<file path="src/rtl/limn2600_bus_pkg.sv">
// Limn2600 SRAM bus master: shared types and constants.
// FSM encodings, alignment mask, timeout counter width.
package limn2600_bus_pkg;

  typedef enum logic [1:0] {
    ST_IDLE  = 2'd0,
    ST_ISSUE = 2'd1,
    ST_WAIT  = 2'd2,
    ST_RESP  = 2'd3
  } state_e;

  localparam logic [1:0] ALIGN_MASK = 2'b11;
  localparam int TO_CNT_W = 16;

endpackage

</file>
<file path="src/rtl/limn2600_bus_master_if.sv">
// Limn2600 bus master port bundle: CPU request/response
// handshakes plus the SRAM-side strobe bus.
interface limn2600_bus_master_if #(
  parameter int DATA_WIDTH = 32
);
  logic                  req_valid;
  logic                  req_ready;
  logic                  req_we;
  logic [31:0]           req_addr;
  logic [DATA_WIDTH-1:0] req_wdata;
  logic                  resp_valid;
  logic                  resp_ready;
  logic [DATA_WIDTH-1:0] resp_rdata;
  logic                  resp_err;
  logic                  mem_cs;
  logic                  mem_we;
  logic [31:0]           mem_addr;
  logic [DATA_WIDTH-1:0] mem_wdata;
  logic                  mem_rdy;
  logic [DATA_WIDTH-1:0] mem_rdata;

  modport master (
    input  req_valid, req_we, req_addr, req_wdata,
    input  resp_ready, mem_rdy, mem_rdata,
    output req_ready, resp_valid, resp_rdata, resp_err,
    output mem_cs, mem_we, mem_addr, mem_wdata
  );

  modport slave (
    output req_valid, req_we, req_addr, req_wdata,
    output resp_ready, mem_rdy, mem_rdata,
    input  req_ready, resp_valid, resp_rdata, resp_err,
    input  mem_cs, mem_we, mem_addr, mem_wdata
  );
endinterface

</file>
<file path="src/rtl/limn2600_bus_timeout.sv">
// Wait-state watchdog: cleared on strobe, counts while waiting,
// flags expiry on the last permitted wait cycle.
module limn2600_bus_timeout #(
  parameter int LIMIT = 16
) (
  input  logic clk,
  input  logic rst,
  input  logic clr,
  input  logic en,
  output logic expired
);
  import limn2600_bus_pkg::*;

  localparam logic [TO_CNT_W-1:0] LAST = TO_CNT_W'(LIMIT - 1);

  logic [TO_CNT_W-1:0] cnt_q;
  logic [TO_CNT_W-1:0] cnt_d;

  // next count: clear wins over count
  always_comb begin
    cnt_d = cnt_q;
    if (clr) cnt_d = '0;
    else if (en) cnt_d = cnt_q + 1'b1;
  end

  // counter register
  always_ff @(posedge clk) begin
    if (rst) cnt_q <= '0;
    else     cnt_q <= cnt_d;
  end

  assign expired = en && (cnt_q == LAST);
endmodule

</file>
<file path="src/rtl/limn2600_bus_master.sv">
// Limn2600 SRAM bus initiator, one outstanding word access.
// Optional wait-state timeout under BUS_TIMEOUT_EN.
module limn2600_bus_master #(
  parameter int DATA_WIDTH     = 32,
  parameter int TIMEOUT_CYCLES = 16
) (
  input logic clk,
  input logic rst,
  limn2600_bus_master_if.master bus
);
  import limn2600_bus_pkg::*;

  state_e                state_q, state_d;
  logic                  we_q, we_d;
  logic [31:0]           addr_q, addr_d;
  logic [DATA_WIDTH-1:0] wdata_q, wdata_d;
  logic [DATA_WIDTH-1:0] rdata_q, rdata_d;
  logic                  err_q, err_d;
  logic                  to_expired;

`ifdef BUS_TIMEOUT_EN
  limn2600_bus_timeout #(
    .LIMIT(TIMEOUT_CYCLES)
  ) u_timeout (
    .clk    (clk),
    .rst    (rst),
    .clr    (state_q == ST_ISSUE),
    .en     (state_q == ST_WAIT),
    .expired(to_expired)
  );
`else
  logic unused_timeout;
  assign unused_timeout = (TIMEOUT_CYCLES < 2);
  assign to_expired = 1'b0;
`endif

  // next-state and request/response latching
  always_comb begin
    state_d = state_q;
    we_d    = we_q;
    addr_d  = addr_q;
    wdata_d = wdata_q;
    rdata_d = rdata_q;
    err_d   = err_q;
    unique case (1'b1)
      state_q == ST_IDLE: begin
        if (bus.req_valid) begin
          we_d    = bus.req_we;
          addr_d  = bus.req_addr;
          wdata_d = bus.req_wdata;
          if ((bus.req_addr[1:0] & ALIGN_MASK) != 2'b00) begin
            rdata_d = '0;
            err_d   = 1'b1;
            state_d = ST_RESP;
          end else begin
            state_d = ST_ISSUE;
          end
        end
      end
      state_q == ST_ISSUE: state_d = ST_WAIT;
      state_q == ST_WAIT: begin
        if (bus.mem_rdy) begin
          rdata_d = we_q ? '0 : bus.mem_rdata;
          err_d   = 1'b0;
          state_d = ST_RESP;
        end else if (to_expired) begin
          rdata_d = '0;
          err_d   = 1'b1;
          state_d = ST_RESP;
        end
      end
      state_q == ST_RESP: begin
        if (bus.resp_ready) state_d = ST_IDLE;
      end
      default: state_d = ST_IDLE;
    endcase
  end

  // state and datapath registers
  always_ff @(posedge clk) begin
    if (rst) begin
      state_q <= ST_IDLE;
      we_q    <= 1'b0;
      addr_q  <= '0;
      wdata_q <= '0;
      rdata_q <= '0;
      err_q   <= 1'b0;
    end else begin
      state_q <= state_d;
      we_q    <= we_d;
      addr_q  <= addr_d;
      wdata_q <= wdata_d;
      rdata_q <= rdata_d;
      err_q   <= err_d;
    end
  end

  assign bus.req_ready  = (state_q == ST_IDLE) && !rst;
  assign bus.resp_valid = (state_q == ST_RESP);
  assign bus.resp_rdata = rdata_q;
  assign bus.resp_err   = err_q;
  assign bus.mem_cs     = (state_q == ST_ISSUE);
  assign bus.mem_we     = we_q;
  assign bus.mem_addr   = addr_q;
  assign bus.mem_wdata  = wdata_q;
endmodule
</file>
<file path="src/flat_wrapper.sv">
// flat-port wrapper written by rule: the top's interface ports become plain ports
module limn2600_bus_master_flat import limn2600_bus_pkg::*;
#(
  parameter int DATA_WIDTH     = 32,
  parameter int TIMEOUT_CYCLES = 16
)
  (clk, rst, bus_req_valid, bus_req_we, bus_req_addr, bus_req_wdata, bus_resp_ready, bus_mem_rdy, bus_mem_rdata, bus_req_ready, bus_resp_valid, bus_resp_rdata, bus_resp_err, bus_mem_cs, bus_mem_we, bus_mem_addr, bus_mem_wdata);
  limn2600_bus_master_if #(.DATA_WIDTH(DATA_WIDTH)) bus_i ();
  input logic clk;
  input logic rst;
  input wire logic [$bits(bus_i.req_valid)-1:0] bus_req_valid;
  input wire logic [$bits(bus_i.req_we)-1:0] bus_req_we;
  input wire logic [$bits(bus_i.req_addr)-1:0] bus_req_addr;
  input wire logic [$bits(bus_i.req_wdata)-1:0] bus_req_wdata;
  input wire logic [$bits(bus_i.resp_ready)-1:0] bus_resp_ready;
  input wire logic [$bits(bus_i.mem_rdy)-1:0] bus_mem_rdy;
  input wire logic [$bits(bus_i.mem_rdata)-1:0] bus_mem_rdata;
  output wire logic [$bits(bus_i.req_ready)-1:0] bus_req_ready;
  output wire logic [$bits(bus_i.resp_valid)-1:0] bus_resp_valid;
  output wire logic [$bits(bus_i.resp_rdata)-1:0] bus_resp_rdata;
  output wire logic [$bits(bus_i.resp_err)-1:0] bus_resp_err;
  output wire logic [$bits(bus_i.mem_cs)-1:0] bus_mem_cs;
  output wire logic [$bits(bus_i.mem_we)-1:0] bus_mem_we;
  output wire logic [$bits(bus_i.mem_addr)-1:0] bus_mem_addr;
  output wire logic [$bits(bus_i.mem_wdata)-1:0] bus_mem_wdata;
  assign bus_i.req_valid = bus_req_valid;
  assign bus_i.req_we = bus_req_we;
  assign bus_i.req_addr = bus_req_addr;
  assign bus_i.req_wdata = bus_req_wdata;
  assign bus_i.resp_ready = bus_resp_ready;
  assign bus_i.mem_rdy = bus_mem_rdy;
  assign bus_i.mem_rdata = bus_mem_rdata;
  assign bus_req_ready = bus_i.req_ready;
  assign bus_resp_valid = bus_i.resp_valid;
  assign bus_resp_rdata = bus_i.resp_rdata;
  assign bus_resp_err = bus_i.resp_err;
  assign bus_mem_cs = bus_i.mem_cs;
  assign bus_mem_we = bus_i.mem_we;
  assign bus_mem_addr = bus_i.mem_addr;
  assign bus_mem_wdata = bus_i.mem_wdata;
  limn2600_bus_master #(.DATA_WIDTH(DATA_WIDTH), .TIMEOUT_CYCLES(TIMEOUT_CYCLES)) u_core (.clk(clk), .rst(rst), .bus(bus_i));
endmodule
</file>
<file path="config.mk">
export PLATFORM = sky130hd
export DESIGN_NAME = limn2600_bus_master_flat
export DESIGN_NICKNAME = d
export VERILOG_FILES = /design/src/rtl/limn2600_bus_pkg.sv /design/src/rtl/limn2600_bus_master_if.sv /design/src/rtl/limn2600_bus_timeout.sv /design/src/rtl/limn2600_bus_master.sv /design/src/flat_wrapper.sv
export SDC_FILE = /design/constraint.sdc
export NUM_CORES = 1
export LEC_CHECK = 0
export CAP_MARGIN = 30
export CORE_MARGIN = 2
export CORE_UTILIZATION = 35
export CTS_BUF_LIST = sky130_fd_sc_hd__clkbuf_8
export CTS_CLUSTER_SIZE = 28
export DETAILED_ROUTE_END_ITERATION = 12
export PLACE_DENSITY = 0.77
export REMOVE_ABC_BUFFERS = 1
export SLEW_MARGIN = 20
export SYNTH_ARGS = -nofsm -noshare
export SYNTH_HDL_FRONTEND = slang
export SYNTH_SLANG_ARGS = --single-unit
</file>
<file path="constraint.sdc">
create_clock -name clk -period 2.2 [get_ports clk]
set_clock_uncertainty 0.1 [all_clocks]
set_input_delay 0.44 -clock clk [delete_from_list [all_inputs] [get_ports clk]]
set_output_delay 0.44 -clock clk [all_outputs]
set_load 0.02 [all_outputs]
</file>
==> metrics list <==
- The floorplan step defined a core boundary enclosing 10400 µm².
- Clock-pin slew was measured on the worst setup and hold paths at 110 ps.
- Fin crit period: 2080 ps
- The flow ran to the end, and the final reports show no timing, DRC or antenna violations.
- At the worst endpoint, the required time is 1660 ps.
- Via count: 3630
* Max Cap Violations: 0
- Finished Cell Area: 6100 µm²
- In this run the critical register-to-register path is captured at u_core.bus.resp_rdata[20].
* Final Total Pwr: 0.00558 W
- I/O pin total: 203
* Die Y: 108 µm
- Summed over all nets, the half-perimeter wirelength after detailed placement is 7730 µm.
- TritonCTS built the clock tree.
* Xor-xnor portion of the synthesized cell area: 0%
- Clock Latency Late Sink: 350 ps
- Register-to-Register Setup Slack: 260 ps
- The synthesized design contains 100 register bits.
- Worst hold slack after final layout: 357 ps
* Max FO, Critical Path: 6
- Final count of pins violating max slew: 0
- Initial antenna violation count: 0
- FMAX: 480 MHz
- Fraction of the yosys area taken by sequential cells: 53.0%
- Routed wire length on met2: 4950 µm
* Post-route clock period utilization: 94.7%
- Routed wl met3: 1390 µm
* Wire length after detailed routing: 10700 µm
- Die extent in x: 108 µm
- Synth warn: 0
- Filler Cells Inserted: 938
- Measured on the finished design, the core utilization comes to 58.6%.
* Synth cell types: 23
- The pre-antenna-repair detailed-routing pass consisted of 5 iterations.
* Port Buf Inserts: 202
- Once detail routing completed, the nets flagged for antenna violations numbered 0.
- Number of levels the H-tree was split into: 3
* Synth area leader: sky130_fd_sc_hd__dfxtp_1
- Crit path to: bus_mem_cs
- The worst setup path is launched from a flip-flop.
- Summing the areas of all fa, ha and maj instances in the mapped netlist gives 1.99% of the synthesized area.
* P&R area growth vs syn: 61.5%
- The worst setup path is captured at an output port.
- Top post-synthesis cells by area: sky130_fd_sc_hd__dfxtp_1 (53%), sky130_fd_sc_hd__nand2_1 (19%), sky130_fd_sc_hd__a21oi_1 (8.7%)
- The highest layer touched by signal routing is met4.
- Slew margin rel.: 58.1%
- Summing the areas of all and, or, nand and nor instances in the mapped netlist gives 21.4% of the synthesized area.
- Clock tree root buffer cell: sky130_fd_sc_hd__clkbuf_8
- Entering global routing, the biggest net connects 66 pins.
- Routed via count divided by cell count: 4.62
- The analysis attributes to cell leakage a power of 2.24 nW.
- Counting every instance in the synthesized netlist gives 454.
* Startpoint-to-endpoint class of the critical path: reg2out
* Cell area after synthesis: 3780 µm²
- Measured in cells, the most critical reg-to-reg path has a length of 6.
* Proportion of synthesized area in mux cells: 8.77%
* Setup repair after global routing missed its margin: false
- The die covers 11600 µm².
- Summing the areas of all compound-gate instances in the mapped netlist gives 10.7% of the synthesized area.
- The clock net in this run drives a total of 100 sinks.
* WL met1: 4230 µm
* Avg WL per Cell: 13.6 µm
- The first global-routing pass estimated 16400 µm of wire.
- Counting along the longest clock path gives a buffer depth of 2.
* Aggregate global routing overflow: 0
- Cells with a size suffix above 1 make up 4.77% of the layout.
- Placement Cell Area: 5920 µm²
* DRC violation count after routing: 0
* 1st-iter DRT viols: 218
- Data on the critical path arrives at its endpoint at 1540 ps.
- Initial Util: 36.3%
- Buffers inserted during clock tree synthesis total 9.
- Setup violations remaining at the end of the flow were counted as 0.
- Each instance of the synthesized netlist takes up on average 8.33 µm².
* Nets@finish: 753
- Number of global-route vias before repair: 3466
* VDD IR-drop max: 0.000466 V
* Aggregate global-route resource usage: 17.5%
- Routability-driven placement finished with a final weighted congestion of 0.725.
- Combinational family with the most area after synthesis: simple AND/OR/NAND/NOR gates
* Power per cell area: 915 nW/µm²
- Source of the critical timing path: u_core.state_q[1]
- Share of the synthesized area in the top cell type: 53.0%
* Post-CTS Setup Repair Bufs: 0
- The number of antenna diodes in the final layout is 0.
- The number of failing hold endpoints at the final stage was 0.
- The floorplan has 37 rows.
- Worst hold-check path type: reg2reg
* Worst-Margin Slew: 629 ps
- The startpoint identified for the worst register-to-register timing path is u_core.state_q[0].
[state kept, by name, summed over array words and instances (netlist names)]
signal                 cells
u_core.bus.mem_wdata      32
u_core.bus.resp_rdata     32
u_core.bus.mem_addr       32
u_core.state_q             2
u_core.bus.mem_we          1
u_core.bus.resp_err        1
[Yosys cell counts]
cell type	n
sky130_fd_sc_hd__nand2_1	195
sky130_fd_sc_hd__o21ai_0	1
sky130_fd_sc_hd__nor2_1	3
sky130_fd_sc_hd__buf_6	3
sky130_fd_sc_hd__a21bo_1	1
sky130_fd_sc_hd__ha_1	6
sky130_fd_sc_hd__nand2b_1	1
sky130_fd_sc_hd__dfxtp_1	100
sky130_fd_sc_hd__buf_2	5
sky130_fd_sc_hd__inv_1	4
sky130_fd_sc_hd__o311ai_0	1
sky130_fd_sc_hd__a21oi_1	66
sky130_fd_sc_hd__mux2i_1	32
sky130_fd_sc_hd__mux2_1	1
sky130_fd_sc_hd__nor2b_1	5
sky130_fd_sc_hd__o31ai_1	1
sky130_fd_sc_hd__a2111oi_0	1
sky130_fd_sc_hd__nor3b_2	1
sky130_fd_sc_hd__a221oi_4	1
sky130_fd_sc_hd__clkbuf_1	23
sky130_fd_sc_hd__or4_1	1
sky130_fd_sc_hd__o21bai_1	1
sky130_fd_sc_hd__and2_1	1
[metal layers]
metal / vias up / global-route usage (%)
met3: 12 / 8.35
li1: 1839 / -
met4: 0 / 5.04
met5: - / 0
met2: 172 / 30.2
met1: 1607 / 19.3
[cell type report]
class | count | area [µm²] | share of cell area [%]
clock inverter | 7 | 51.3 | 0.840
tap | 136 | 170 | 2.79
timing repair buffer | 211 | 2110 | 34.6
multi-input combinational | 319 | 1630 | 26.7
clock buffer | 9 | 124 | 2.03
sequential | 100 | 2000 | 32.8
inverter | 4 | 15.0 | 0.246
[placed cells by master, fill, tap and decap left out, types with 2 or more instances in the layout]
| cell | Yosys | final |
|---|---|---|
| sky130_fd_sc_hd__ha_1 | 6 | 6 |
| sky130_fd_sc_hd__buf_4 | 0 | 6 |
| sky130_fd_sc_hd__inv_6 | 0 | 3 |
| sky130_fd_sc_hd__a21oi_1 | 66 | 66 |
| sky130_fd_sc_hd__dfxtp_2 | 0 | 2 |
| sky130_fd_sc_hd__nor2_1 | 3 | 3 |
| sky130_fd_sc_hd__mux2i_1 | 32 | 32 |
| sky130_fd_sc_hd__buf_12 | 0 | 2 |
| sky130_fd_sc_hd__dfxtp_1 | 100 | 98 |
| sky130_fd_sc_hd__clkbuf_8 | 0 | 9 |
| sky130_fd_sc_hd__nor2b_1 | 5 | 5 |
| sky130_fd_sc_hd__nand2_1 | 195 | 194 |
| sky130_fd_sc_hd__clkdlybuf4s50_1 | 0 | 200 |
| sky130_fd_sc_hd__inv_1 | 4 | 5 |
[logic make-up after synthesis]
logic type	Yosys count
and+or+nand+nor	207
adders and majority gates	6
DFF	100
buffers and inverters	35
AOI/OAI and AO/OA	73
muxes	33
[worst min-delay path by stage]
stage,from,to,slack [ps],cells after the start
after floorplan,u_core.state_q[0],u_core.state_q[0],390,2
after global placement,u_core.bus.mem_addr[30],u_core.bus.mem_addr[30],340,2
after detailed placement,u_core.bus.mem_addr[5],u_core.bus.mem_addr[5],350,2
after CTS,u_core.bus.mem_addr[5],u_core.bus.mem_addr[5],360,2
after global routing,u_core.bus.mem_addr[16],u_core.bus.mem_addr[16],380,2
final,u_core.bus.mem_wdata[19],u_core.bus.mem_wdata[19],360,2
[repair_timing]
action                                  CTS  global route
hold buffers                              0             0
endpoints found under the setup margin    1            53
gates resized for setup                   1             3
[critical path: stages, from the launching register on]
cell and delay (ps):
sky130_fd_sc_hd__dfxtp_2 370, sky130_fd_sc_hd__inv_1 80, sky130_fd_sc_hd__ha_1 150, sky130_fd_sc_hd__clkdlybuf4s50_1 600
[through the flow]
step,TNS [ps],setup slack [ps],cells
after floorplan,-56070,-1650,423
after global placement,0,161,770
after detailed placement,0,108,770
after CTS,0,13.3,786
after global routing,0,26.2,786
final,0,117,786
[power by group]
part           switching [W]  leakage, nW  total [W]  internal, W
registers           0.000163        0.816    0.00226      0.00210
clock network       0.000632       0.0918    0.00105     0.000420
logic                0.00120         1.34    0.00227      0.00107
total                0.00199         2.24    0.00558      0.00359
No activity file was read; power rests on OpenSTA's default activity.
